`config.mk`:
```
export PLATFORM = sky130hd
export DESIGN_NAME = tod_week_sequencer
export DESIGN_NICKNAME = d
export VERILOG_FILES = /design/src/rtl/tod_pkg.sv /design/src/rtl/tod_wrap_cnt.sv /design/src/rtl/tod_week_sequencer.sv
export SDC_FILE = /design/constraint.sdc
export NUM_CORES = 1
export LEC_CHECK = 0
export ABC_AREA = 1
export CORE_AREA = 2 2 81 83
export DETAILED_ROUTE_END_ITERATION = 10
export DIE_AREA = 0 0 83 85
export GPL_ROUTABILITY_DRIVEN = 0
export PLACE_DENSITY = 0.71
export SYNTH_ARGS = -nofsm -noshare
export SYNTH_HDL_FRONTEND = slang
export SYNTH_SLANG_ARGS = --single-unit
```
`constraint.sdc`:
```
create_clock -name clk -period 3.4 [get_ports clk]
set_clock_uncertainty 0.05 [all_clocks]
set_input_delay 0.34 -clock clk [delete_from_list [all_inputs] [get_ports clk]]
set_output_delay 0.34 -clock clk [all_outputs]
set_load 0.02 [all_outputs]
```
`src/rtl/tod_pkg.sv`:
```
// Shared types and constants for the time-of-week sequencer.
// Field widths, default terminal counts, command codes and FSM states.
package tod_pkg;

    localparam int SEC_W = 6;
    localparam int MIN_W = 6;
    localparam int HR_W  = 5;
    localparam int DAY_W = 3;

    localparam int SEC_MAX_DEF = 59;
    localparam int MIN_MAX_DEF = 59;
    localparam int HR_MAX_DEF  = 23;
    localparam int DAY_MAX_DEF = 6;

    typedef enum logic [1:0] {
        CMD_START = 2'd0,
        CMD_STOP  = 2'd1,
        CMD_LOAD  = 2'd2,
        CMD_CLEAR = 2'd3
    } tod_cmd_e;

    typedef enum logic [1:0] {
        ST_IDLE  = 2'd0,
        ST_RUN   = 2'd1,
        ST_APPLY = 2'd2
    } tod_state_e;

    typedef struct packed {
        logic [SEC_W-1:0] sec;
        logic [MIN_W-1:0] min;
        logic [HR_W-1:0]  hr;
        logic [DAY_W-1:0] day;
    } tod_time_t;

endpackage

```
`src/rtl/tod_wrap_cnt.sv`:
```
// Enable-driven wrap counter stage with registered carry-out.
// Priority: reset, clear, load, then enable.
module tod_wrap_cnt #(
    parameter int             W   = 6,
    parameter logic [W-1:0]   MAX = '1
) (
    input  logic         clk,
    input  logic         rst,
    input  logic         en,
    input  logic         clr,
    input  logic         ld,
    input  logic [W-1:0] ld_val,
    output logic [W-1:0] cnt,
    output logic         term,
    output logic         co
);

    logic [W-1:0] cnt_q, cnt_d;
    logic         co_q, co_d;

    assign term = (cnt_q == MAX);
    assign cnt  = cnt_q;
    assign co   = co_q;

    // Next count and wrap carry
    always_comb begin
        cnt_d = cnt_q;
        co_d  = 1'b0;
        if (clr) begin
            cnt_d = '0;
        end else if (ld) begin
            cnt_d = ld_val;
        end else if (en) begin
            if (term) begin
                cnt_d = '0;
                co_d  = 1'b1;
            end else begin
                cnt_d = cnt_q + 1'b1;
            end
        end
    end

    // Count and carry registers
    always_ff @(posedge clk) begin
        if (rst) begin
            cnt_q <= '0;
            co_q  <= 1'b0;
        end else begin
            cnt_q <= cnt_d;
            co_q  <= co_d;
        end
    end

endmodule

```
`src/rtl/tod_week_sequencer.sv`:
```
// Time-of-week sequencer: FSM, command handshake, range checks,
// tick gating into the sec/min/hr/day cascade and alarm compare.
module tod_week_sequencer
    import tod_pkg::*;
#(
    parameter int SEC_MAX = SEC_MAX_DEF,
    parameter int MIN_MAX = MIN_MAX_DEF,
    parameter int HR_MAX  = HR_MAX_DEF,
    parameter int DAY_MAX = DAY_MAX_DEF
) (
    input  logic             clk,
    input  logic             rst,
    input  logic             tick,
    input  logic             cmd_valid,
    output logic             cmd_ready,
    input  logic [1:0]       cmd_op,
    input  logic [SEC_W-1:0] ld_sec,
    input  logic [MIN_W-1:0] ld_min,
    input  logic [HR_W-1:0]  ld_hr,
    input  logic [DAY_W-1:0] ld_day,
    input  logic             alm_en,
    input  logic [HR_W-1:0]  alm_hr,
    input  logic [MIN_W-1:0] alm_min,
    output logic [SEC_W-1:0] sec,
    output logic [MIN_W-1:0] min,
    output logic [HR_W-1:0]  hr,
    output logic [DAY_W-1:0] day,
    output logic             running,
    output logic             min_co,
    output logic             hr_co,
    output logic             day_co,
    output logic             week_co,
    output logic             alarm,
    output logic             cmd_err
);

    localparam logic [1:0] S_IDLE  = 2'(ST_IDLE);
    localparam logic [1:0] S_RUN   = 2'(ST_RUN);
    localparam logic [1:0] S_APPLY = 2'(ST_APPLY);

    localparam logic [SEC_W-1:0] SEC_M = SEC_W'(SEC_MAX);
    localparam logic [MIN_W-1:0] MIN_M = MIN_W'(MIN_MAX);
    localparam logic [HR_W-1:0]  HR_M  = HR_W'(HR_MAX);
    localparam logic [DAY_W-1:0] DAY_M = DAY_W'(DAY_MAX);

    logic [1:0] state_q, state_d;
    logic [1:0] ret_q, ret_d;
    tod_time_t  ld_q, ld_d;
    logic       err_q, err_d;
    logic       alarm_q, alarm_d;

    logic accept, ld_ok, clr, apply;
    logic tick_en, en_sec, en_min, en_hr, en_day;
    logic sec_term, min_term, hr_term, day_term;
    logic [MIN_W-1:0] nxt_min;
    logic [HR_W-1:0]  nxt_hr;

    assign cmd_ready = (state_q != S_APPLY);
    assign accept    = cmd_valid & cmd_ready;
    assign running   = (state_q == S_RUN);
    assign cmd_err   = err_q;
    assign alarm     = alarm_q;

    assign ld_ok = (ld_sec <= SEC_M) && (ld_min <= MIN_M) &&
                   (ld_hr  <= HR_M)  && (ld_day <= DAY_M);

    // An accepted command always wins over a same-cycle tick
    assign tick_en = tick & (state_q == S_RUN) & ~accept;
    assign en_sec  = tick_en;
    assign en_min  = en_sec & sec_term;
    assign en_hr   = en_min & min_term;
    assign en_day  = en_hr & hr_term;

    // FSM, command decode and LOAD staging
    always_comb begin
        state_d = state_q;
        ret_d   = ret_q;
        ld_d    = ld_q;
        err_d   = 1'b0;
        clr     = 1'b0;
        apply   = 1'b0;
        case (state_q)
            S_IDLE, S_RUN: begin
                if (accept) begin
                    unique case (tod_cmd_e'(cmd_op))
                        CMD_START: state_d = S_RUN;
                        CMD_STOP:  state_d = S_IDLE;
                        CMD_CLEAR: clr = 1'b1;
                        CMD_LOAD: begin
                            if (ld_ok) begin
                                ret_d   = state_q;
                                state_d = S_APPLY;
                                ld_d    = '{sec: ld_sec, min: ld_min,
                                            hr: ld_hr, day: ld_day};
                            end else begin
                                err_d = 1'b1;
                            end
                        end
                    endcase
                end
            end
            S_APPLY: begin
                apply   = 1'b1;
                state_d = ret_q;
            end
            default: state_d = S_IDLE;
        endcase
    end

    // Alarm looks at the minute/hour values this tick will produce
    always_comb begin
        nxt_min = min_term ? '0 : min + 1'b1;
        nxt_hr  = hr;
        if (en_hr) begin
            nxt_hr = hr_term ? '0 : hr + 1'b1;
        end
        alarm_d = alm_en & en_min &
                  (nxt_min == alm_min) & (nxt_hr == alm_hr);
    end

    // Sequencer state registers
    always_ff @(posedge clk) begin
        if (rst) begin
            state_q <= S_IDLE;
            ret_q   <= S_IDLE;
            ld_q    <= '0;
            err_q   <= 1'b0;
            alarm_q <= 1'b0;
        end else begin
            state_q <= state_d;
            ret_q   <= ret_d;
            ld_q    <= ld_d;
            err_q   <= err_d;
            alarm_q <= alarm_d;
        end
    end

    tod_wrap_cnt #(.W(SEC_W), .MAX(SEC_M)) u_sec (
        .clk(clk), .rst(rst), .en(en_sec), .clr(clr), .ld(apply),
        .ld_val(ld_q.sec), .cnt(sec), .term(sec_term), .co(min_co)
    );

    tod_wrap_cnt #(.W(MIN_W), .MAX(MIN_M)) u_min (
        .clk(clk), .rst(rst), .en(en_min), .clr(clr), .ld(apply),
        .ld_val(ld_q.min), .cnt(min), .term(min_term), .co(hr_co)
    );

    tod_wrap_cnt #(.W(HR_W), .MAX(HR_M)) u_hr (
        .clk(clk), .rst(rst), .en(en_hr), .clr(clr), .ld(apply),
        .ld_val(ld_q.hr), .cnt(hr), .term(hr_term), .co(day_co)
    );

    tod_wrap_cnt #(.W(DAY_W), .MAX(DAY_M)) u_day (
        .clk(clk), .rst(rst), .en(en_day), .clr(clr), .ld(apply),
        .ld_val(ld_q.day), .cnt(day), .term(day_term), .co(week_co)
    );

endmodule
```
==> out/metrics.csv, run 1 <==
metric,value,unit
post-synthesis async set-or-reset flop share,0,%
Fillers,618,
row count,29,
Post-Synth XOR/XNOR Area,0.967,%
"Worst Setup Slack, final",0.965,ns
global route overflow,0,
Setup Buffers After CTS,0,
post-synthesis mux area share,0,%
top fanout value on the critical path,20,
number of synthesized flops with an enable pin,0,
Post-DP HPWL,4950,um
FF-to-FF Start,state_q[0],
nets,496,
slew of the pin with the lowest slew margin,0.698,ns
sequential cell area fraction in the yosys report,36.8,%
area of the multi-input gates,0.00137,mm2
endpoint class of the critical path,output pin,
die span in x,83,um
initial antenna violation count,0,
Final Max Tran Viols,0,
CTS tree,yes,
most frequent cell after synthesis,inv_1,
# clock sinks,50,
CP startpoint kind,flip-flop,
input/output buffers,65,
Post-Synth Simple-Gate Area,27.0,%
Post-Place Worst Slack,1.19,ns
Resized Gates After CTS,0,
PD cells,334,mW/mm2
top cell type's share of synthesized area,36.8,%
post-synthesis adder-cell area fraction,3.22,%
Die ar.,0.00706,mm2
Die Y-Extent,85,um
post-route design area,0.00353,mm2
GRT Util Overall,18.6,%
Root Buffer,clkbuf_8,
Max-Cap Viols,0,
min-delay worst type,reg2reg,
Compound-Gate Fraction of Synth Area,19.2,%
post-synthesis cell type count,37,
Final Critical Period,2.44,ns
area delta synth->final,29.9,%
"top cells by count, synth","inv_1, nand2_1, dfxtp_1, o21ai_0, a21oi_1",
Max clock buf depth,2,
YS warnings,0,
Worst IR Drop VDD,0.234,mV
clock-pin slew on the worst setup and hold paths,0.09,ns
placed inst area,0.00342,mm2
total CTS buffers,5,
kind of critical path,reg2out,
worst endpoint required time,3.01,ns
Initial DRC Count,86,
number of global-route vias before repair,2421,
Final Setup Violations,0,
Max Clk Rate,411,MHz
RSZ-0062 raised after global routing,false,
largest net degree at the start of global routing,44,
most used flip-flop cell after synthesis,dfxtp_1,
Starting Density,43.8,%
io pins,66,
"Clk Latency, worst-skew pair",0.30,ns
slew margin rel.,53.3,%
H-Tree Depth,2,
Storage cell area,0.00100,mm2
cts hold-fix bufs,0,
outcome,finished clean,
Residual DRC,0,
main combinational cell family by area after synthesis,simple AND/OR/NAND/NOR gates,
Core Box Area,0.00620,mm2
layout cells sized above 1,7.76,%
Syn Area/Cell,6.99,um2
static leakage,0.00146,uW
Synth area leaders,"dfxtp_1, inv_1, nand2_1",
critical hold path startpoint,ld_q[5],
CP Data Arrival Time,2.05,ns
DR vias,2616,
wire length per cell,12.3,um
Tcrit/Tclk final,71.6,%
synthesized net count,434,
Via density,4.95,
drt first pass iters,4,
ANT cells,0,
first-pass GRT wire length,10900,um
Mapped Area,0.00272,mm2
worst setup path start,state_q[0],
setup total negative slack,0,ns
Synth area leader,dfxtp_1,
overall routed net length,6470,um
Synth Instances,389,
"flops & latches, synth",50,
"Hold Vio Cnt, Final",0,
Antenna Nets Post-Route,0,
[power breakdown]
group / switching [uW] / internal, uW / total (uW)
Sequential: 9.03 / 601 / 610
Combinational: 73.5 / 72.6 / 146
Clock: 188 / 235 / 423
[per-layer routing]
layer  global-route usage [%]  vias to the layer above  wire length (um)
met1                     22.9                     1176              2980
met3                     3.60                        2               286
li1                         -                     1377                 -
met2                     33.1                       61              3140
met4                     5.66                        0                54
met5                        0                        -                 0
[registers in the layout (all words and copies together) (netlist names)]
register   cells
ld_q          20
u_min.cnt      6
u_sec.cnt      6
u_hr.cnt       5
u_day.cnt      3
ret_q          2
state_q        2
alarm          1
cmd_err        1
u_day.co       1
u_hr.co        1
u_min.co       1
u_sec.co       1
[area by class of cell]
| cell class | instances | share of cell area, % |
|---|---|---|
| multi-input combinational | 251 | 38.8 |
| sequential | 50 | 28.4 |
| timing repair buffer | 67 | 18.9 |
| inverter | 76 | 8.08 |
| tap | 77 | 2.73 |
| clock buffer | 6 | 2.34 |
| clock inverter | 1 | 0.851 |
[critical path, stage by stage, from the launching register on]
cell	delay, ns
dfxtp_1	0.40
inv_1	0.08
nand2_1	0.52
clkdlybuf4s50_1	0.74
[worst paths after layout]
check | slack (ns) | end | cells after the start
max | 0.96 | cmd_ready | 3
min | 0.39 | ld_q[5] | 2
max reg2reg | 1.20 | u_day.cnt[1] | 7
min reg2reg | 0.39 | ld_q[5] | 2
[cells by family (layout without fill, tap and decap cells)]
| kind of cell | count (synthesis) | in the layout |
|---|---|---|
| AO/OA/AOI/OAI | 96 | 96 |
| AND/OR/NAND/NOR | 145 | 145 |
| XOR/XNOR | 3 | 3 |
| adder cells (fa/ha/maj) | 7 | 7 |
| buffers and inverters | 88 | 150 |
| flip-flops | 50 | 50 |
[stage by stage]
| step | util [%] | cells | hold slack (ns) | total power (uW) |
|---|---|---|---|---|
| floorplan | - | 389 | 0.367 | 695 |
| global placement | 55.1 | 521 | 0.379 | 768 |
| detailed placement | 55.1 | 521 | 0.384 | 770 |
| CTS | 56.9 | 528 | 0.398 | 1190 |
| global route | 56.9 | 528 | 0.419 | 1230 |
| finish | 56.9 | 528 | 0.394 | 1180 |
[placed cells by master, fill, tap and decap left out, drive strengths merged]
cell	n
inv	76
nand2	72
clkdlybuf4s50	65
dfxtp	50
o21ai	42
a21oi	36
nor2	34
nand3	19
nand4	10
o22ai	7
ha	7
clkbuf	6
a211oi	3
xor2	3
a31oi	3
nand3b	3
nor3	3
a221oi	2
buf	2
and3	1
o211ai	1
and2	1
o221ai	1
o31ai	1
nor4	1
nor3b	1
bufinv	1
No activity file was read; power rests on OpenSTA's default activity.
==> run 2, diff against run 1 <==
- PLACE_DENSITY: 0.71 -> 0.74
- clock period: 3.4 -> 2.04 ns (I/O delays scaled with it)
==> run 2 against run 1 <==
- design area is 1.3% higher
- critical endpoint unchanged
- non-clock buffer count is 7 higher
- routed wire length is 1.6% lower
- core utilization is 0.75 points higher
- worst hold slack better by 0.0035 ns
- register-to-register slack worse by 0.98 ns
- clock power is 37% higher
- sequential power is 67% higher
==> out/metrics.csv, run 2 (same netlist as run 1, synthesis figures left out) <==
metric,value,unit
outcome,finished clean,
Max Clk Rate,532,MHz
CP startpoint kind,flip-flop,
CTS tree,yes,
Max clock buf depth,2,
Initial DRC Count,111,
Resized Gates After CTS,0,
Post-DP HPWL,5020,um
row count,29,
Core Box Area,0.00620,mm2
global route overflow,0,
CP Buf/Inv Count,2,
Fillers,593,
Via density,5.01,
Storage cell area,0.00100,mm2
Post-Place Worst Slack,0.107,ns
DR vias,2687,
io pins,66,
slew margin rel.,72.8,%
Tcrit/Tclk final,92.1,%
cts hold-fix bufs,0,
CP Data Arrival Time,1.63,ns
layout cells sized above 1,9.37,%
Residual DRC,0,
nets,503,
overall routed net length,6370,um
total CTS buffers,5,
first-pass GRT wire length,11200,um
area delta synth->final,31.6,%
ANT cells,0,
number of global-route vias before repair,2517,
# clock sinks,50,
H-Tree Depth,2,
input/output buffers,65,
worst endpoint required time,1.79,ns
drt first pass iters,4,
PD cells,518,mW/mm2
min-delay worst type,reg2reg,
clock-pin slew on the worst setup and hold paths,0.09,ns
"commonest non-fill, non-tap cell in the layout",inv_1,
die span in x,83,um
Starting Density,43.8,%
cell family contributing the most delay on the critical path,buffers and inverters,
RSZ-0062 raised after global routing,false,
GRT Util Overall,18.9,%
slew of the pin with the lowest slew margin,0.403,ns
max reg flops,20,
endpoint class of the critical path,output pin,
Final Max Tran Viols,0,
initial antenna violation count,0,
"Hold Vio Cnt, Final",0,
kind of critical path,reg2out,
Setup Buffers After CTS,0,
"Clk Latency, worst-skew pair",0.29,ns
post-route design area,0.00358,mm2
Max-Cap Viols,0,
Antenna Nets Post-Route,0,
static leakage,0.00148,uW
setup total negative slack,0,ns
CP max stage delay,0.64,ns
Final Critical Period,1.88,ns
"Worst Setup Slack, final",0.160,ns
placed inst area,0.00348,mm2
top fanout value on the critical path,9,
critical path's slowest cell,clkdlybuf4s50_1,
Die ar.,0.00706,mm2
Die Y-Extent,85,um
Worst IR Drop VDD,0.347,mV
Root Buffer,clkbuf_8,
wire length per cell,11.9,um
cells along the critical path,inv_1 -> nand2_2 -> clkdlybuf4s50_1,
most frequent cells in the layout,"inv_1, clkdlybuf4s50_1, nand2_1",
largest net degree at the start of global routing,25,
"Most flops, register",ld_q,
area of the multi-input gates,0.00137,mm2
Final Setup Violations,0,
-- run 2: per-layer routing --
metal | global-route usage (%) | wire length (um) | vias to the layer above
li1 | - | - | 1406
met1 | 23.9 | 2840 | 1203
met2 | 32.7 | 3120 | 72
met3 | 4.09 | 340 | 6
met4 | 5.37 | 65 | 0
met5 | 0 | 0 | -
-- run 2: through the flow --
step / utilization (%) / hold slack (ns) / instances / power, uW
after floorplan: - / 0.231 / 389 / 1160
after global placement: 56.1 / 0.380 / 528 / 1290
after detailed placement: 56.1 / 0.385 / 528 / 1290
after CTS: 57.6 / 0.399 / 536 / 1870
after global routing: 57.6 / 0.427 / 536 / 1950
final: 57.6 / 0.398 / 536 / 1850
-- run 2: power by group --
part | leakage (uW) | switching (uW) | total, uW | internal (uW)
registers | 0.000405 | 15.1 | 1020 | 1000
logic | 0.00103 | 125 | 255 | 130
clock network | 0.0000482 | 306 | 580 | 274
-- run 2: worst min-delay path, cell delays in order (launching register included) --
cell,delay (ns)
dfxtp_1,0.32
inv_1,0.05
a21oi_1,0.05
-- run 2: area by class of cell --
type / instances / share of cell area [%]
multi-input combinational: 251 / 38.3
sequential: 50 / 28.0
timing repair buffer: 74 / 20.4
inverter: 76 / 7.98
tap: 77 / 2.69
clock buffer: 7 / 2.41
clock inverter: 1 / 0.140
-- run 2: worst paths after layout --
kind	depth (start not counted)	end	start	slack, ns
hold / removal	2	ld_q[7]	ld_q[7]	0.40
hold reg to reg	2	ld_q[7]	ld_q[7]	0.40
setup / recovery	3	cmd_ready	state_q[0]	0.16
setup reg to reg	9	u_day.cnt[1]	u_min.cnt[0]	0.22
